`config.mk`:
```
export PLATFORM = sky130hd
export DESIGN_NAME = ptcalc_dispatcher
export DESIGN_NICKNAME = d
export VERILOG_FILES = /design/src/rtl/ptcalc_dispatcher.sv
export SDC_FILE = /design/constraint.sdc
export NUM_CORES = 1
export LEC_CHECK = 0
export CAP_MARGIN = 40
export CELL_PAD_IN_SITES_DETAIL_PLACEMENT = 2
export CELL_PAD_IN_SITES_GLOBAL_PLACEMENT = 2
export CORE_AREA = 2 2 191 193
export CTS_BUF_LIST = sky130_fd_sc_hd__clkbuf_8
export DETAILED_ROUTE_END_ITERATION = 8
export DIE_AREA = 0 0 193 195
export HOLD_SLACK_MARGIN = 0.02
export PLACE_DENSITY = 0.66
export SYNTH_ARGS = -nofsm -noshare
export SYNTH_HDL_FRONTEND = slang
export SYNTH_SLANG_ARGS = --single-unit
```
`constraint.sdc`:
```
create_clock -name clk -period 2.9 [get_ports clk]
set_input_delay 0.58 -clock clk [delete_from_list [all_inputs] [get_ports clk]]
set_output_delay 0.58 -clock clk [all_outputs]
set_load 0.02 [all_outputs]
```
`src/rtl/ptcalc_dispatcher.sv`:
```
// ptcalc_dispatcher
// Hands each valid SLC candidate to a free pT-calculation block using a
// round-robin search. It remembers the muon ID each busy block is working on
// and frees the block when the matching pT result comes back or when the
// block has been outstanding too long. Every candidate is also forwarded to
// the SLC pipeline that feeds the MTC builder. That copy is tagged busy when
// no block could take the candidate.
module ptcalc_dispatcher #(
   parameter int SLC_WIDTH         = 32,
   parameter int PTCALC_WIDTH      = 16,
   parameter int TOTAL_PTCALC_BLKS = 3,
   parameter int MUID_LEN          = 8,
   parameter int SLC_MUID_LSB      = 0,
   parameter int PT_MUID_LSB       = 0,
   parameter int TIMEOUT           = 1024
) (
   input  logic                                            clk,
   input  logic                                            rst,
   input  logic                                            srst,
   input  logic [SLC_WIDTH:0]                              slc_in,
   input  logic [TOTAL_PTCALC_BLKS-1:0][PTCALC_WIDTH:0]    ptcalc_res,
   output logic [TOTAL_PTCALC_BLKS-1:0][SLC_WIDTH:0]       slc_to_pt,
   output logic [SLC_WIDTH:0]                              slcpipe_out,
   output logic                                            busy_out,
   output logic [TOTAL_PTCALC_BLKS-1:0]                    blk_busy,
   output logic [TOTAL_PTCALC_BLKS-1:0]                    timeout_pulse,
   output logic                                            muid_err
);

   localparam int NB = TOTAL_PTCALC_BLKS;
   localparam int PW = (NB > 1) ? $clog2(NB) : 1;
   localparam logic [15:0] TO_LAST = 16'(TIMEOUT - 1);

   typedef enum logic {
      BLK_IDLE = 1'b0,
      BLK_BUSY = 1'b1
   } blk_state_e;

   blk_state_e                       state_q [NB];
   blk_state_e                       state_d [NB];
   logic [MUID_LEN-1:0]              muid_q  [NB];
   logic [MUID_LEN-1:0]              muid_d  [NB];
   logic [15:0]                      cnt_q   [NB];
   logic [15:0]                      cnt_d   [NB];
   logic [NB-1:0]                    armed_q, armed_d;
   logic [PW-1:0]                    rr_ptr_q, rr_ptr_d;
   logic [NB-1:0][SLC_WIDTH:0]       slc_to_pt_q, slc_to_pt_d;
   logic [SLC_WIDTH:0]               slcpipe_q, slcpipe_d;
   logic                             busy_q, busy_d;
   logic [NB-1:0]                    timeout_q, timeout_d;
   logic                             muid_err_q, muid_err_d;

   logic                             found;
   logic [PW-1:0]                    sel;
   logic [PW:0]                      cand;
   logic                             unused_res;

   // Only the valid bit and the muid field of each pT result are looked at.
   assign unused_res = ^ptcalc_res;

   // Round-robin search for the first idle block at or after rr_ptr, wrapping.
   // It uses the registered state, so a block freed on this edge is not eligible.
   always_comb begin
      found = 1'b0;
      sel   = '0;
      cand  = '0;
      for (int k = 0; k < NB; k++) begin
         cand = {1'b0, rr_ptr_q} + (PW+1)'(k);
         if (cand >= (PW+1)'(NB)) begin
            cand = cand - (PW+1)'(NB);
         end
         if (!found && state_q[cand[PW-1:0]] == BLK_IDLE) begin
            found = 1'b1;
            sel   = cand[PW-1:0];
         end
      end
   end

   // Next state for each block: result matching, timeout, error flagging and dispatch.
   // "armed" means the block has been dispatched since reset. A result that lands
   // on an idle block that was never armed is a leftover from before the reset,
   // so it is ignored and does not raise muid_err.
   always_comb begin
      muid_err_d = muid_err_q;
      timeout_d  = '0;
      armed_d    = armed_q;
      for (int p = 0; p < NB; p++) begin
         state_d[p] = state_q[p];
         muid_d[p]  = muid_q[p];
         cnt_d[p]   = cnt_q[p];
         if (state_q[p] == BLK_BUSY) begin
            if (cnt_q[p] != 16'hFFFF) begin
               cnt_d[p] = cnt_q[p] + 16'd1;
            end
            if (ptcalc_res[p][PTCALC_WIDTH] &&
                ptcalc_res[p][PT_MUID_LSB +: MUID_LEN] == muid_q[p]) begin
               state_d[p] = BLK_IDLE;
            end else begin
               if (ptcalc_res[p][PTCALC_WIDTH]) begin
                  muid_err_d = 1'b1;
               end
               if (cnt_q[p] == TO_LAST) begin
                  state_d[p]   = BLK_IDLE;
                  timeout_d[p] = 1'b1;
               end
            end
         end else begin
            if (ptcalc_res[p][PTCALC_WIDTH] && armed_q[p]) begin
               muid_err_d = 1'b1;
            end
            if (slc_in[SLC_WIDTH] && found && sel == PW'(p)) begin
               state_d[p] = BLK_BUSY;
               muid_d[p]  = slc_in[SLC_MUID_LSB +: MUID_LEN];
               cnt_d[p]   = '0;
               armed_d[p] = 1'b1;
            end
         end
      end
   end

   // Output data for the next cycle and the round-robin pointer advance.
   always_comb begin
      slc_to_pt_d = '0;
      slcpipe_d   = '0;
      busy_d      = 1'b0;
      rr_ptr_d    = rr_ptr_q;
      if (slc_in[SLC_WIDTH]) begin
         slcpipe_d = slc_in;
         if (found) begin
            slc_to_pt_d[sel] = slc_in;
            rr_ptr_d = (sel == PW'(NB - 1)) ? '0 : sel + 1'b1;
         end else begin
            busy_d = 1'b1;
         end
      end
   end

   // State register. The async reset wins, then the soft reset, then normal update.
   always_ff @(posedge clk or negedge rst) begin
      if (!rst) begin
         for (int p = 0; p < NB; p++) begin
            state_q[p] <= BLK_IDLE;
            muid_q[p]  <= '0;
            cnt_q[p]   <= '0;
         end
         armed_q     <= '0;
         rr_ptr_q    <= '0;
         slc_to_pt_q <= '0;
         slcpipe_q   <= '0;
         busy_q      <= 1'b0;
         timeout_q   <= '0;
         muid_err_q  <= 1'b0;
      end else if (srst) begin
         for (int p = 0; p < NB; p++) begin
            state_q[p] <= BLK_IDLE;
            muid_q[p]  <= '0;
            cnt_q[p]   <= '0;
         end
         armed_q     <= '0;
         rr_ptr_q    <= '0;
         slc_to_pt_q <= '0;
         slcpipe_q   <= '0;
         busy_q      <= 1'b0;
         timeout_q   <= '0;
         muid_err_q  <= 1'b0;
      end else begin
         for (int p = 0; p < NB; p++) begin
            state_q[p] <= state_d[p];
            muid_q[p]  <= muid_d[p];
            cnt_q[p]   <= cnt_d[p];
         end
         armed_q     <= armed_d;
         rr_ptr_q    <= rr_ptr_d;
         slc_to_pt_q <= slc_to_pt_d;
         slcpipe_q   <= slcpipe_d;
         busy_q      <= busy_d;
         timeout_q   <= timeout_d;
         muid_err_q  <= muid_err_d;
      end
   end

   // Expose each block's registered IDLE/BUSY state as a flat flag vector.
   always_comb begin
      blk_busy = '0;
      for (int p = 0; p < NB; p++) begin
         blk_busy[p] = (state_q[p] == BLK_BUSY);
      end
   end

   assign slc_to_pt     = slc_to_pt_q;
   assign slcpipe_out   = slcpipe_q;
   assign busy_out      = busy_q;
   assign timeout_pulse = timeout_q;
   assign muid_err      = muid_err_q;

endmodule

```
==> flow_summary.json <==
{
  "portBuffers": 202,
  "layout-drive-gt1-share_pct": 11.2,
  "die_area_sq_mm": 0.0376,
  "ir_worst_vdd_uv": 301,
  "synth.avg_cell_area_sq_um": 11.7,
  "ys_top_cells_by_count": "217 x dfrtp_1, 97 x and2_1, 75 x nor2_1",
  "hpwl_microns": 19200,
  "synth-edff-count": 0,
  "cap_violations": 0,
  "yosysTopAreaCellShare_pct": 62.0,
  "crit_slowest_cell": "or4_1",
  "crit_required_ps": 3360,
  "fin_skew_ps": 30.7,
  "crit_type": "reg2reg",
  "grt_first_pass_wirelength_microns": 43200,
  "htreeDepth": 2,
  "syn_nets": 845,
  "synth_cells": 751,
  "synthArstFlopShare_pct": 100,
  "ys.warnings.count": 0,
  "r2r_start": "rr_ptr_q[0]$_DFFE_PN0P_",
  "cts_sinks": 217,
  "met2_length_microns": 13400,
  "crit_chain": "inv_1 > ha_2 > and3b_1 > o21bai_2 > a31o_4 > nor3b_4 > a221oi_2 > buf_6 > or4_1 > nand2_1",
  "drtIter0Drc": 227,
  "crit_path_end": "cnt_q[37]$_DFFE_PN0P_",
  "worst_pin_slew_ps": 715,
  "fillCellCount": 3802,
  "finalPower_uw": 9830,
  "min_period_ps": 2700,
  "synth.distinct_cells": 46,
  "initial_core_util_pct": 24.8,
  "synth_most_common_cell": "dfrtp_1",
  "synth_area_leaders": "dfrtp_1 62%, and2_1 6.9%, mux2i_1 3.5%",
  "wl_met3_microns": 1180,
  "r2r_cells": 10,
  "synth-seq-cells": 217,
  "tns_ps": 0,
  "power_density_mw_per_mm2": 791,
  "syn_to_final_growth_pct": 41.8,
  "gp_congestion": 0.755,
  "grt_start_max_net_pins": 85,
  "critical_path.startpoint": "rr_ptr_q[0]$_DFFE_PN0P_",
  "antenna_found_initial": 0,
  "avgViaCountPerCell": 4.44,
  "hold_violations": 0,
  "post-route-drc-count": 0,
  "core-area_sq_mm": 0.0354,
  "ant_nets": 0,
  "wl_per_cell_microns": 18.5,
  "track_usage_pct": 14.7,
  "cts-buffers-inserted": 42,
  "grt_pass1_vias": 7433,
  "min_path_type": "in2async",
  "dp.cells": 1410,
  "io-pin-count": 227,
  "insertion_delay_ps": 540,
  "num_rows": 69,
  "slowest_delay_ps": 480,
  "insertedDiodeCount": 0,
  "fmax_ghz": 0.370,
  "hold_buffers": 0,
  "grt-ovfl-total": 0,
  "cts.reportedPaths.clkPinSlew_ps": 60,
  "worst_setup_path_end_kind": "register",
  "dieHeight_microns": 195,
  "status": "finished clean",
  "wirelength_met1_microns": 12400,
  "ctsLongestPathBuffers": 3,
  "slew_violations": 0,
  "yosysSeqAreaShare_pct": 62.0,
  "rr_endpoint": "cnt_q[37]$_DFFE_PN0P_",
  "drt_pre_antenna_iters": 4,
  "relSlewSlack_pct": 52.4,
  "vias": 6601,
  "highest_layer": "met4",
  "syn_area_sq_mm": 0.00876,
  "reg2reg_setup_slack_ps": 200,
  "clock-root-buffer": "clkbuf_8",
  "final_cells": 1487,
  "timing.final.crit_share_pct": 93.2,
  "routed_wl_microns": 27500,
  "worstPathArrival_ps": 3160,
  "synth_flop_cell": "dfrtp_1",
  "cp_max_fo": 22,
  "fin_nets": 1090,
  "die_w_microns": 193,
  "leakage_uw": 0.00570,
  "setup_viol": 0,
  "startpoint_type": "register",
  "synth.largest_area_cell": "dfrtp_1",
  "cts_tree": "done"
}
-- placed cells by master, fill, tap and decap left out, drive strengths merged, types with 3 or more instances in the layout --
cell type	count
or3	8
nor2	76
nand3	21
o211ai	7
xnor2	34
nor4	4
a21o	4
mux2i	31
nand2	33
a21oi	21
xor2	17
clkbuf	57
and4	5
inv	24
o31ai	3
and3	46
o22ai	4
clkdlybuf4s50	200
or4	9
buf	34
nand4	21
o21ai	11
nor3	7
ha	7
clkinv	5
dfrtp	217
nor2b	3
and2	97
-- registers in the layout, indices dropped and copies added (netlist names) --
signal	cells
muid_err	1
armed_q	3
busy_out	1
slcpipe_out	33
blk_busy	3
cnt_q	48
rr_ptr_q	2
slc_to_pt	99
timeout_pulse	3
muid_q	24
-- through the flow --
stage | setup WS, ps | utilization, % | cell area, sq um | hold slack [ps]
after floorplan | 328 | - | 8760 | 284
after global placement | 148 | 32.5 | 11500 | 485
after detailed placement | 29.4 | 32.5 | 11500 | 519
after CTS | 43.5 | 35.0 | 12400 | 81.6
after global routing | -33.7 | 35.1 | 12400 | 93.3
final | 196 | 35.1 | 12400 | 88.4
-- where the power goes --
| group | switching [uW] | internal [uW] | total [uW] |
|---|---|---|---|
| Sequential | 216 | 3410 | 3630 |
| Clock | 1330 | 1750 | 3090 |
| Combinational | 1730 | 1380 | 3110 |
-- how the worst min path moves through the flow --
stage	end	slack, ps
after CTS	cnt_q[23]$_DFFE_PN0P_	80
after global placement	armed_q[1]$_DFFE_PN0P_	480
after floorplan	armed_q[0]$_DFFE_PN0P_	280
final	cnt_q[35]$_DFFE_PN0P_	90
after detailed placement	armed_q[1]$_DFFE_PN0P_	520
after global routing	cnt_q[32]$_DFFE_PN0P_	90
-- area by class of cell --
class | count | area, sq um | area share, %
inverters | 13 | 48.8 | 0.393
well taps | 461 | 577 | 4.64
repair buffers | 234 | 2350 | 18.9
multi-input cells | 488 | 3150 | 25.4
clock inverters | 17 | 81.3 | 0.654
clock buffers | 57 | 785 | 6.31
flip-flops and latches | 217 | 5430 | 43.7
-- layer usage --
metal  global-route usage [%]  vias up
li1                         -     3029
met1                     19.2     3390
met2                     25.1      150
met3                     2.82       32
met4                     3.70        0
met5                        0        -
-- what timing repair did --
action | 4_1_cts | 5_1_grt
buffers inserted | 0 | 3
setup endpoints to repair | 0 | 112
resized for setup | 0 | 7
-- worst max-delay path, delay by kind of cell, from the launching register on --
family                   cells  cell delay, ps
AO/OA/AOI/OAI                3             610
adder cells (fa/ha/maj)      1             280
buffers and inverters        2             290
flip-flops                   1             390
AND/OR/NAND/NOR              4            1080
-- cell families after synthesis --
| group | after synthesis | synth area share, % |
|---|---|---|
| xor+xnor | 51 | 5.10 |
| simple gates | 337 | 21.2 |
| fa+ha+maj | 7 | 0.999 |
| buf+inv | 46 | 2.33 |
| flops | 217 | 62.0 |
| mux | 33 | 3.80 |
| compound gates | 60 | 4.61 |
Power figures use the tool's default switching activity.
